[src/rtl/ws2812_dec_pkg.sv]
// ws2812_dec_pkg: shared state encoding, thresholds and widths for the WS2812 decoder.
// Optional build macro WS2812_DEC_FILTER_EN (used by ws2812_dec_din_sync).
package ws2812_dec_pkg;

  localparam int unsigned CNT_W  = 16;
  localparam int unsigned PIX_W  = 24;
  localparam int unsigned ADDR_W = 6;
  localparam int unsigned LEN_W  = 7;
  localparam int unsigned BIT_W  = 5;

  localparam logic [CNT_W-1:0] CNT_BIT_TH   = 16'd120;
  localparam logic [CNT_W-1:0] CNT_HIGH_MAX = 16'd240;
  localparam logic [CNT_W-1:0] CNT_RST      = 16'd10200;
  localparam logic [LEN_W-1:0] MAX_PIXELS   = 7'd64;
  localparam logic [BIT_W-1:0] BITS_PER_PIX = 5'd24;

  typedef enum logic [1:0] {
    ST_SYNC = 2'd0,
    ST_IDLE = 2'd1,
    ST_HIGH = 2'd2,
    ST_LOW  = 2'd3
  } state_t;

  typedef struct packed {
    logic [PIX_W-1:0]  data;
    logic [ADDR_W-1:0] addr;
  } pixel_t;

  // Saturating increment for the pulse-width counters.
  function automatic logic [CNT_W-1:0] sat_inc(input logic [CNT_W-1:0] v);
    return (v == {CNT_W{1'b1}}) ? v : v + CNT_W'(1);
  endfunction

endpackage

[src/rtl/ws2812_dec_if.sv]
// ws2812_dec_if: decoded pixel / frame status bus from the decoder to the pixel RAM side.
interface ws2812_dec_if;
  import ws2812_dec_pkg::*;

  logic              pixel_valid_out;
  logic [PIX_W-1:0]  pixel_data_out;
  logic [ADDR_W-1:0] pixel_addr_out;
  logic              frame_done_out;
  logic [LEN_W-1:0]  frame_len_out;
  logic              err_out;

  modport master (
    output pixel_valid_out, pixel_data_out, pixel_addr_out,
           frame_done_out, frame_len_out, err_out
  );

  modport slave (
    input pixel_valid_out, pixel_data_out, pixel_addr_out,
          frame_done_out, frame_len_out, err_out
  );

endinterface

[src/rtl/ws2812_dec_din_sync.sv]
// ws2812_dec_din_sync: 2-FF synchronizer, optional deglitch (WS2812_DEC_FILTER_EN),
// and rise/fall pulse generation for the WS2812 data line.
module ws2812_dec_din_sync (
  input  logic clk_in,
  input  logic rst_n_in,
  input  logic i_din,
  output logic o_level_c,
  output logic o_rise_c,
  output logic o_fall_c
);

  logic r_meta;
  logic r_sync;
  logic r_dly;

  // Synchronize the asynchronous line and keep one cycle of history.
  always_ff @(posedge clk_in or negedge rst_n_in) begin
    if (!rst_n_in) begin
      r_meta <= 1'b0;
      r_sync <= 1'b0;
      r_dly  <= 1'b0;
    end else begin
      r_meta <= i_din;
      r_sync <= r_meta;
      r_dly  <= r_sync;
    end
  end

`ifdef WS2812_DEC_FILTER_EN
  logic r_dly2;
  logic r_filt;
  logic w_all_hi;
  logic w_all_lo;

  // Three consecutive equal synchronized samples are needed to move the filtered level.
  assign w_all_hi = r_sync & r_dly & r_dly2;
  assign w_all_lo = ~(r_sync | r_dly | r_dly2);

  // Filtered level register; edges fire in the cycle the level is about to flip.
  always_ff @(posedge clk_in or negedge rst_n_in) begin
    if (!rst_n_in) begin
      r_dly2 <= 1'b0;
      r_filt <= 1'b0;
    end else begin
      r_dly2 <= r_dly;
      if (w_all_hi) begin
        r_filt <= 1'b1;
      end else if (w_all_lo) begin
        r_filt <= 1'b0;
      end
    end
  end

  assign o_level_c = r_filt;
  assign o_rise_c  = w_all_hi & ~r_filt;
  assign o_fall_c  = w_all_lo & r_filt;
`else
  assign o_level_c = r_sync;
  assign o_rise_c  = r_sync & ~r_dly;
  assign o_fall_c  = ~r_sync & r_dly;
`endif

endmodule

[src/rtl/ws2812_dec.sv]
// ws2812_dec: WS2812 single-wire decoder; measures high pulses, assembles GRB pixels,
// detects the reset gap as end of frame. Optional deglitch via WS2812_DEC_FILTER_EN.
module ws2812_dec
  import ws2812_dec_pkg::*;
(
  input  logic          clk_in,
  input  logic          rst_n_in,
  input  logic          din_in,
  ws2812_dec_if.master  pix_if
);

  logic w_level_c;
  logic w_rise_c;
  logic w_fall_c;

  ws2812_dec_din_sync u_din_sync (
    .clk_in    (clk_in),
    .rst_n_in  (rst_n_in),
    .i_din     (din_in),
    .o_level_c (w_level_c),
    .o_rise_c  (w_rise_c),
    .o_fall_c  (w_fall_c)
  );

  state_t            r_state,       w_state;
  logic [CNT_W-1:0]  r_high_cnt,    w_high_cnt;
  logic [CNT_W-1:0]  r_low_cnt,     w_low_cnt;
  logic [BIT_W-1:0]  r_bit_cnt,     w_bit_cnt;
  logic [LEN_W-1:0]  r_pix_cnt,     w_pix_cnt;
  logic              r_ovf,         w_ovf;
  logic [PIX_W-1:0]  r_shreg,       w_shreg;
  pixel_t            r_pix,         w_pix;
  logic              r_pix_valid,   w_pix_valid;
  logic              r_frame_done,  w_frame_done;
  logic [LEN_W-1:0]  r_frame_len,   w_frame_len;
  logic              r_err,         w_err;
  logic [PIX_W-1:0]  w_shift;

  // State, counters and output registers.
  always_ff @(posedge clk_in or negedge rst_n_in) begin
    if (!rst_n_in) begin
      r_state      <= ST_SYNC;
      r_high_cnt   <= '0;
      r_low_cnt    <= '0;
      r_bit_cnt    <= '0;
      r_pix_cnt    <= '0;
      r_ovf        <= 1'b0;
      r_shreg      <= '0;
      r_pix        <= '0;
      r_pix_valid  <= 1'b0;
      r_frame_done <= 1'b0;
      r_frame_len  <= '0;
      r_err        <= 1'b0;
    end else begin
      r_state      <= w_state;
      r_high_cnt   <= w_high_cnt;
      r_low_cnt    <= w_low_cnt;
      r_bit_cnt    <= w_bit_cnt;
      r_pix_cnt    <= w_pix_cnt;
      r_ovf        <= w_ovf;
      r_shreg      <= w_shreg;
      r_pix        <= w_pix;
      r_pix_valid  <= w_pix_valid;
      r_frame_done <= w_frame_done;
      r_frame_len  <= w_frame_len;
      r_err        <= w_err;
    end
  end

  // Shift register contents if the current high pulse ends this cycle.
  assign w_shift = {r_shreg[PIX_W-2:0], (r_high_cnt >= CNT_BIT_TH)};

  // Next-state and output decode. Counters hold the cycles already spent in the
  // current level, so "+1" is the ordinal of the present cycle.
  always_comb begin
    w_state      = r_state;
    w_high_cnt   = r_high_cnt;
    w_low_cnt    = r_low_cnt;
    w_bit_cnt    = r_bit_cnt;
    w_pix_cnt    = r_pix_cnt;
    w_ovf        = r_ovf;
    w_shreg      = r_shreg;
    w_pix        = r_pix;
    w_pix_valid  = 1'b0;
    w_frame_done = 1'b0;
    w_frame_len  = r_frame_len;
    w_err        = 1'b0;

    case (r_state)
      ST_SYNC: begin
        if (w_level_c) begin
          w_low_cnt = '0;
        end else if (sat_inc(r_low_cnt) >= CNT_RST) begin
          w_low_cnt = '0;
          w_state   = ST_IDLE;
        end else begin
          w_low_cnt = sat_inc(r_low_cnt);
        end
      end

      ST_IDLE: begin
        if (w_rise_c) begin
          w_high_cnt = CNT_W'(1);
          w_state    = ST_HIGH;
        end
      end

      ST_HIGH: begin
        if (r_high_cnt > CNT_HIGH_MAX) begin
          // Stuck-high line: drop the frame silently and resynchronize.
          w_err      = 1'b1;
          w_bit_cnt  = '0;
          w_pix_cnt  = '0;
          w_ovf      = 1'b0;
          w_high_cnt = '0;
          w_low_cnt  = '0;
          w_state    = ST_SYNC;
        end else if (w_fall_c) begin
          w_shreg   = w_shift;
          w_low_cnt = CNT_W'(1);
          w_state   = ST_LOW;
          if (r_bit_cnt == BITS_PER_PIX - BIT_W'(1)) begin
            w_bit_cnt = '0;
            if (r_pix_cnt < MAX_PIXELS) begin
              w_pix_valid = 1'b1;
              w_pix.data  = w_shift;
              w_pix.addr  = r_pix_cnt[ADDR_W-1:0];
              w_pix_cnt   = r_pix_cnt + LEN_W'(1);
            end else begin
              w_ovf = 1'b1;
            end
          end else begin
            w_bit_cnt = r_bit_cnt + BIT_W'(1);
          end
        end else begin
          w_high_cnt = sat_inc(r_high_cnt);
        end
      end

      ST_LOW: begin
        if (w_rise_c) begin
          w_high_cnt = CNT_W'(1);
          w_state    = ST_HIGH;
        end else if (sat_inc(r_low_cnt) >= CNT_RST) begin
          // Reset gap: close the frame, flag a partial pixel or dropped pixels.
          w_frame_done = 1'b1;
          w_frame_len  = r_pix_cnt;
          w_err        = (r_bit_cnt != '0) || r_ovf;
          w_bit_cnt    = '0;
          w_pix_cnt    = '0;
          w_ovf        = 1'b0;
          w_low_cnt    = '0;
          w_high_cnt   = '0;
          w_state      = ST_IDLE;
        end else begin
          w_low_cnt = sat_inc(r_low_cnt);
        end
      end

      default: begin
        w_state = ST_SYNC;
      end
    endcase
  end

  assign pix_if.pixel_valid_out = r_pix_valid;
  assign pix_if.pixel_data_out  = r_pix.data;
  assign pix_if.pixel_addr_out  = r_pix.addr;
  assign pix_if.frame_done_out  = r_frame_done;
  assign pix_if.frame_len_out   = r_frame_len;
  assign pix_if.err_out         = r_err;

endmodule

[src/flat_wrapper.sv]
// flat-port wrapper written by rule: the top's interface ports become plain ports
module ws2812_dec_flat import ws2812_dec_pkg::*;
  (clk_in, rst_n_in, din_in, pix_if_pixel_valid_out, pix_if_pixel_data_out, pix_if_pixel_addr_out, pix_if_frame_done_out, pix_if_frame_len_out, pix_if_err_out);
  ws2812_dec_if pix_if_i ();
  input  logic clk_in;
  input  logic rst_n_in;
  input  logic din_in;
  output wire logic [$bits(pix_if_i.pixel_valid_out)-1:0] pix_if_pixel_valid_out;
  output wire logic [$bits(pix_if_i.pixel_data_out)-1:0] pix_if_pixel_data_out;
  output wire logic [$bits(pix_if_i.pixel_addr_out)-1:0] pix_if_pixel_addr_out;
  output wire logic [$bits(pix_if_i.frame_done_out)-1:0] pix_if_frame_done_out;
  output wire logic [$bits(pix_if_i.frame_len_out)-1:0] pix_if_frame_len_out;
  output wire logic [$bits(pix_if_i.err_out)-1:0] pix_if_err_out;
  assign pix_if_pixel_valid_out = pix_if_i.pixel_valid_out;
  assign pix_if_pixel_data_out = pix_if_i.pixel_data_out;
  assign pix_if_pixel_addr_out = pix_if_i.pixel_addr_out;
  assign pix_if_frame_done_out = pix_if_i.frame_done_out;
  assign pix_if_frame_len_out = pix_if_i.frame_len_out;
  assign pix_if_err_out = pix_if_i.err_out;
  ws2812_dec u_core (.clk_in(clk_in), .rst_n_in(rst_n_in), .din_in(din_in), .pix_if(pix_if_i));
endmodule
[config.mk]
export PLATFORM = sky130hd
export DESIGN_NAME = ws2812_dec_flat
export DESIGN_NICKNAME = d
export VERILOG_FILES = /design/src/rtl/ws2812_dec_pkg.sv /design/src/rtl/ws2812_dec_if.sv /design/src/rtl/ws2812_dec_din_sync.sv /design/src/rtl/ws2812_dec.sv /design/src/flat_wrapper.sv
export SDC_FILE = /design/constraint.sdc
export NUM_CORES = 1
export LEC_CHECK = 0
export ABC_CLOCK_PERIOD_IN_PS = 4400
export BUFFER_PORTS_ARGS = -buffer_cell sky130_fd_sc_hd__clkbuf_2
export CAP_MARGIN = 20
export CORE_ASPECT_RATIO = 0.5
export CORE_MARGIN = 2
export CORE_UTILIZATION = 35
export DETAILED_ROUTE_END_ITERATION = 8
export PLACE_DENSITY = 0.61
export SLEW_MARGIN = 20
export SYNTH_ARGS = -nofsm -noshare
export SYNTH_HDL_FRONTEND = slang
export SYNTH_SLANG_ARGS = --single-unit
[constraint.sdc]
create_clock -name clk_in -period 4.4 [get_ports clk_in]
set_input_delay 1.1 -clock clk_in [delete_from_list [all_inputs] [get_ports clk_in]]
set_output_delay 1.1 -clock clk_in [all_outputs]
set_load 0.005 [all_outputs]
==> results.py <==
metrics = {
    "clocking": {
        "cts_post_setup_buffers_inserted": 0,
        "cts.path.max_buffers": 2,
        "clock_latency_ns": 0.41,
        "clockRootBuffer": "clkbuf_16",
        "ctsResizeCount": 0,
        "clock-sinks": 113,
        "cts_tree": "yes",
        "cts.reportedPaths.clkPinSlew_ns": 0.05,
        "htree_levels": 4,
        "postCtsHoldBufs": 0,
        "cts_buffers": 17,
    },
    "route": {
        "wl_um": 11180,
        "via_per_inst": 5.272,
        "vias": 3843,
        "drt_pre_antenna_iters": 5,
        "wl_per_cell_um": 15.34,
        "drt_iter0_markers": 285,
        "ant_nets": 0,
        "drcViolationCount": 0,
    },
    "sta": {
        "grt_setup_unrepaired": "false",
        "fmax_mhz": 278.7,
        "max_slew_margin": 0.3234,
        "finalHoldViolations": 0,
        "final.setup_skew_ns": 0.009055,
        "worst_pin_slew_ns": 1.015,
        "finalCriticalPeriod_ns": 3.588,
        "setup_viol": 0,
        "final_max_slew_viol_count": 0,
        "final.setup.tns_ns": 0,
        "layout_worst_path_cycle_share": 0.8155,
        "layout_setup_ws_ns": 0.8119,
    },
    "cells_and_area": {
        "stdcell_count": 729,
        "finalNetCount": 527,
        "drive_gt1_frac": 0.2881,
        "area_delta_synth_final_pct": 19.40,
        "antennaDiodeCount": 0,
    },
    "run_status": {
        "status": "completed",
    },
    "critical_path": {
        "worst-path-stages": 10,
        "worstPathCellList": "ha_1 > nand4_1 > nor4_1 > buf_4 > nor3_1 > xnor2_1 > or4_1 > a21boi_2 > and2_1 > nor2_1",
        "cp_slowest_cell": "or4_1",
        "endpoint_kind": "flop",
        "cpPeakStageDelay_ns": 0.69,
        "worstPathRequired_ns": 4.68,
        "worst-setup-path-type": "reg2reg",
        "cpLargestDelayFamily": "simple AND/OR/NAND/NOR gates",
        "worstSetupStartpointType": "flop",
        "worstPathMaxFanout": 13,
        "cp.arrival_ns": 3.87,
        "worst-r2r-cell-count": 10,
        "cp_num_buf_inv": 1,
    },
    "yosys": {
        "synth_nets": 483,
        "synth_edf_count": 0,
        "syn_area_um2": 5321,
        "avgSynthCellArea_um2": 11.23,
        "synth_common_cells": "dfrtp_1 (113), mux2_2 (60), nor2_1 (36)",
        "synth_cell_types": 52,
        "async_flop_share": 1.000,
        "synth_seq_cells": 113,
        "yosysMostFrequentCell": "dfrtp_1",
        "yosys_warnings": 0,
        "ys_seq_area_frac": 0.5314,
        "synth_top_area_frac": 0.5314,
        "synth_ff_type": "dfrtp_1",
        "syn_inst": 474,
        "synth_top_area_cell": "dfrtp_1",
        "synthTopCellsByArea": "dfrtp_1 (53%), mux2_2 (13%), a21oi_1 (2.6%)",
    },
    "worst_hold_path": {
        "holdPathStages": 0,
        "hp-class": "reg2reg",
    },
    "global_routing": {
        "antenna_found_initial": 0,
        "grt_use_total": 0.1472,
        "grt_max_degree": 77,
        "grt_pass1_wl_um": 19090,
        "overflow": 0,
        "first_global_vias": 3713,
    },
    "placement": {
        "detailed_place_hpwl_um": 7478,
        "place_ws_ns": 0.8722,
        "place_congestion": 0.8705,
        "numPlacedInstances": 697,
        "io_buffer_count": 42,
    },
    "job": {
        "drv_cap": 0,
    },
    "floorplanning": {
        "die_w_um": 178.4,
        "die_h_um": 91.19,
        "core_um2": 14660,
        "num_io_pins": 43,
        "rows": 31,
        "start_util": 0.3629,
        "dieArea_um2": 16270,
    },
    "power_and_ir_drop": {
        "p_per_area_nw_per_um2": 397.2,
        "design_power_total_w": 0.002524,
        "ir_worst_vdd_uv": 242.2,
        "leakage_nw": 3.085,
    },
}
-- registers in the layout, indices dropped and copies added (netlist names) --
| signal | count |
|---|---|
| u_core.pix_if.pixel_data_out | 24 |
| u_core.r_high_cnt | 16 |
| u_core.pix_if.pixel_addr_out | 6 |
| u_core.r_state | 2 |
| u_core.pix_if.frame_len_out | 7 |
| u_core.r_pix_cnt | 7 |
| u_core.pix_if.err_out | 1 |
| u_core.r_ovf | 1 |
| u_core.r_low_cnt | 16 |
| u_core.pix_if.pixel_valid_out | 1 |
| u_core.r_shreg | 23 |
| u_core.u_din_sync.o_level_c | 1 |
| u_core.r_bit_cnt | 5 |
| u_core.u_din_sync.r_meta | 1 |
| u_core.pix_if.frame_done_out | 1 |
| u_core.u_din_sync.r_dly | 1 |
-- area by class of cell --
type	count	area, um2
Fill cell	1353	8308
Sequential cell	113	2828
Multi-Input combinational cell	327	2337
Clock buffer	19	452.9
Timing Repair Buffer	49	277.8
Tap cell	198	247.7
Clock inverter	13	172.7
Inverter	10	37.54
-- through the flow --
stage / hold slack (ns) / utilization / area, um2
after floorplan: 0.3312 / - / 5321
after global routing: 0.3527 / 0.4334 / 6354
final: 0.3505 / 0.4334 / 6354
after detailed placement: 0.3427 / 0.3907 / 5728
after CTS: 0.3513 / 0.4334 / 6354
after global placement: 0.3437 / 0.3907 / 5728
-- layer usage --
layer / up-vias / global-route usage / share of wire
met5: - / 0 / 0
met4: 0 / 0.05285 / 0.013
met3: 12 / 0.03350 / 0.046
met2: 91 / 0.2088 / 0.44
met1: 1881 / 0.2177 / 0.50
li1: 1859 / - / -
-- power by group --
group,internal [W],leakage [nW],switching (W)
clock network,0.000931,0.294,0.000507
logic,0.00000840,1.22,0.0000290
registers,0.00104,1.57,0.00000541
-- final timing paths --
path	startpoint	end	slack, ns
setup / recovery	u_core.r_low_cnt[0]	u_core.r_high_cnt[11]	0.81
hold / removal	u_core.u_din_sync.r_meta	u_core.u_din_sync.o_level_c	0.35
setup reg to reg	u_core.r_low_cnt[0]	u_core.r_high_cnt[11]	0.81
hold reg to reg	u_core.u_din_sync.r_meta	u_core.u_din_sync.o_level_c	0.35
max in group asynchronous	rst_n_in	u_core.r_low_cnt[6]	2.70
min in group asynchronous	rst_n_in	u_core.pix_if.pixel_data_out[9]	0.82
-- layout by cell type, fill, tap and decap left out, drive strengths merged, types with 13 or more instances in the layout --
master,instances
inv,16
clkbuf,60
o21ai,24
nor2,37
mux2,60
nand2,21
nand3,21
a21oi,29
a31oi,13
dfrtp,113
-- cell families (layout without fill, tap and decap cells) --
family / Yosys count / after routing / synth area share
and+or+nand+nor: 145 / 145 / 0.1437
DFF: 113 / 113 / 0.5314
AOI/OAI and AO/OA: 111 / 111 / 0.1444
muxes: 63 / 63 / 0.1326
buffers and inverters: 34 / 91 / 0.03057
adders and majority gates: 6 / 6 / 0.01411
xor gates and xnor gates: 2 / 2 / 0.003292
Power figures use the tool's default switching activity.
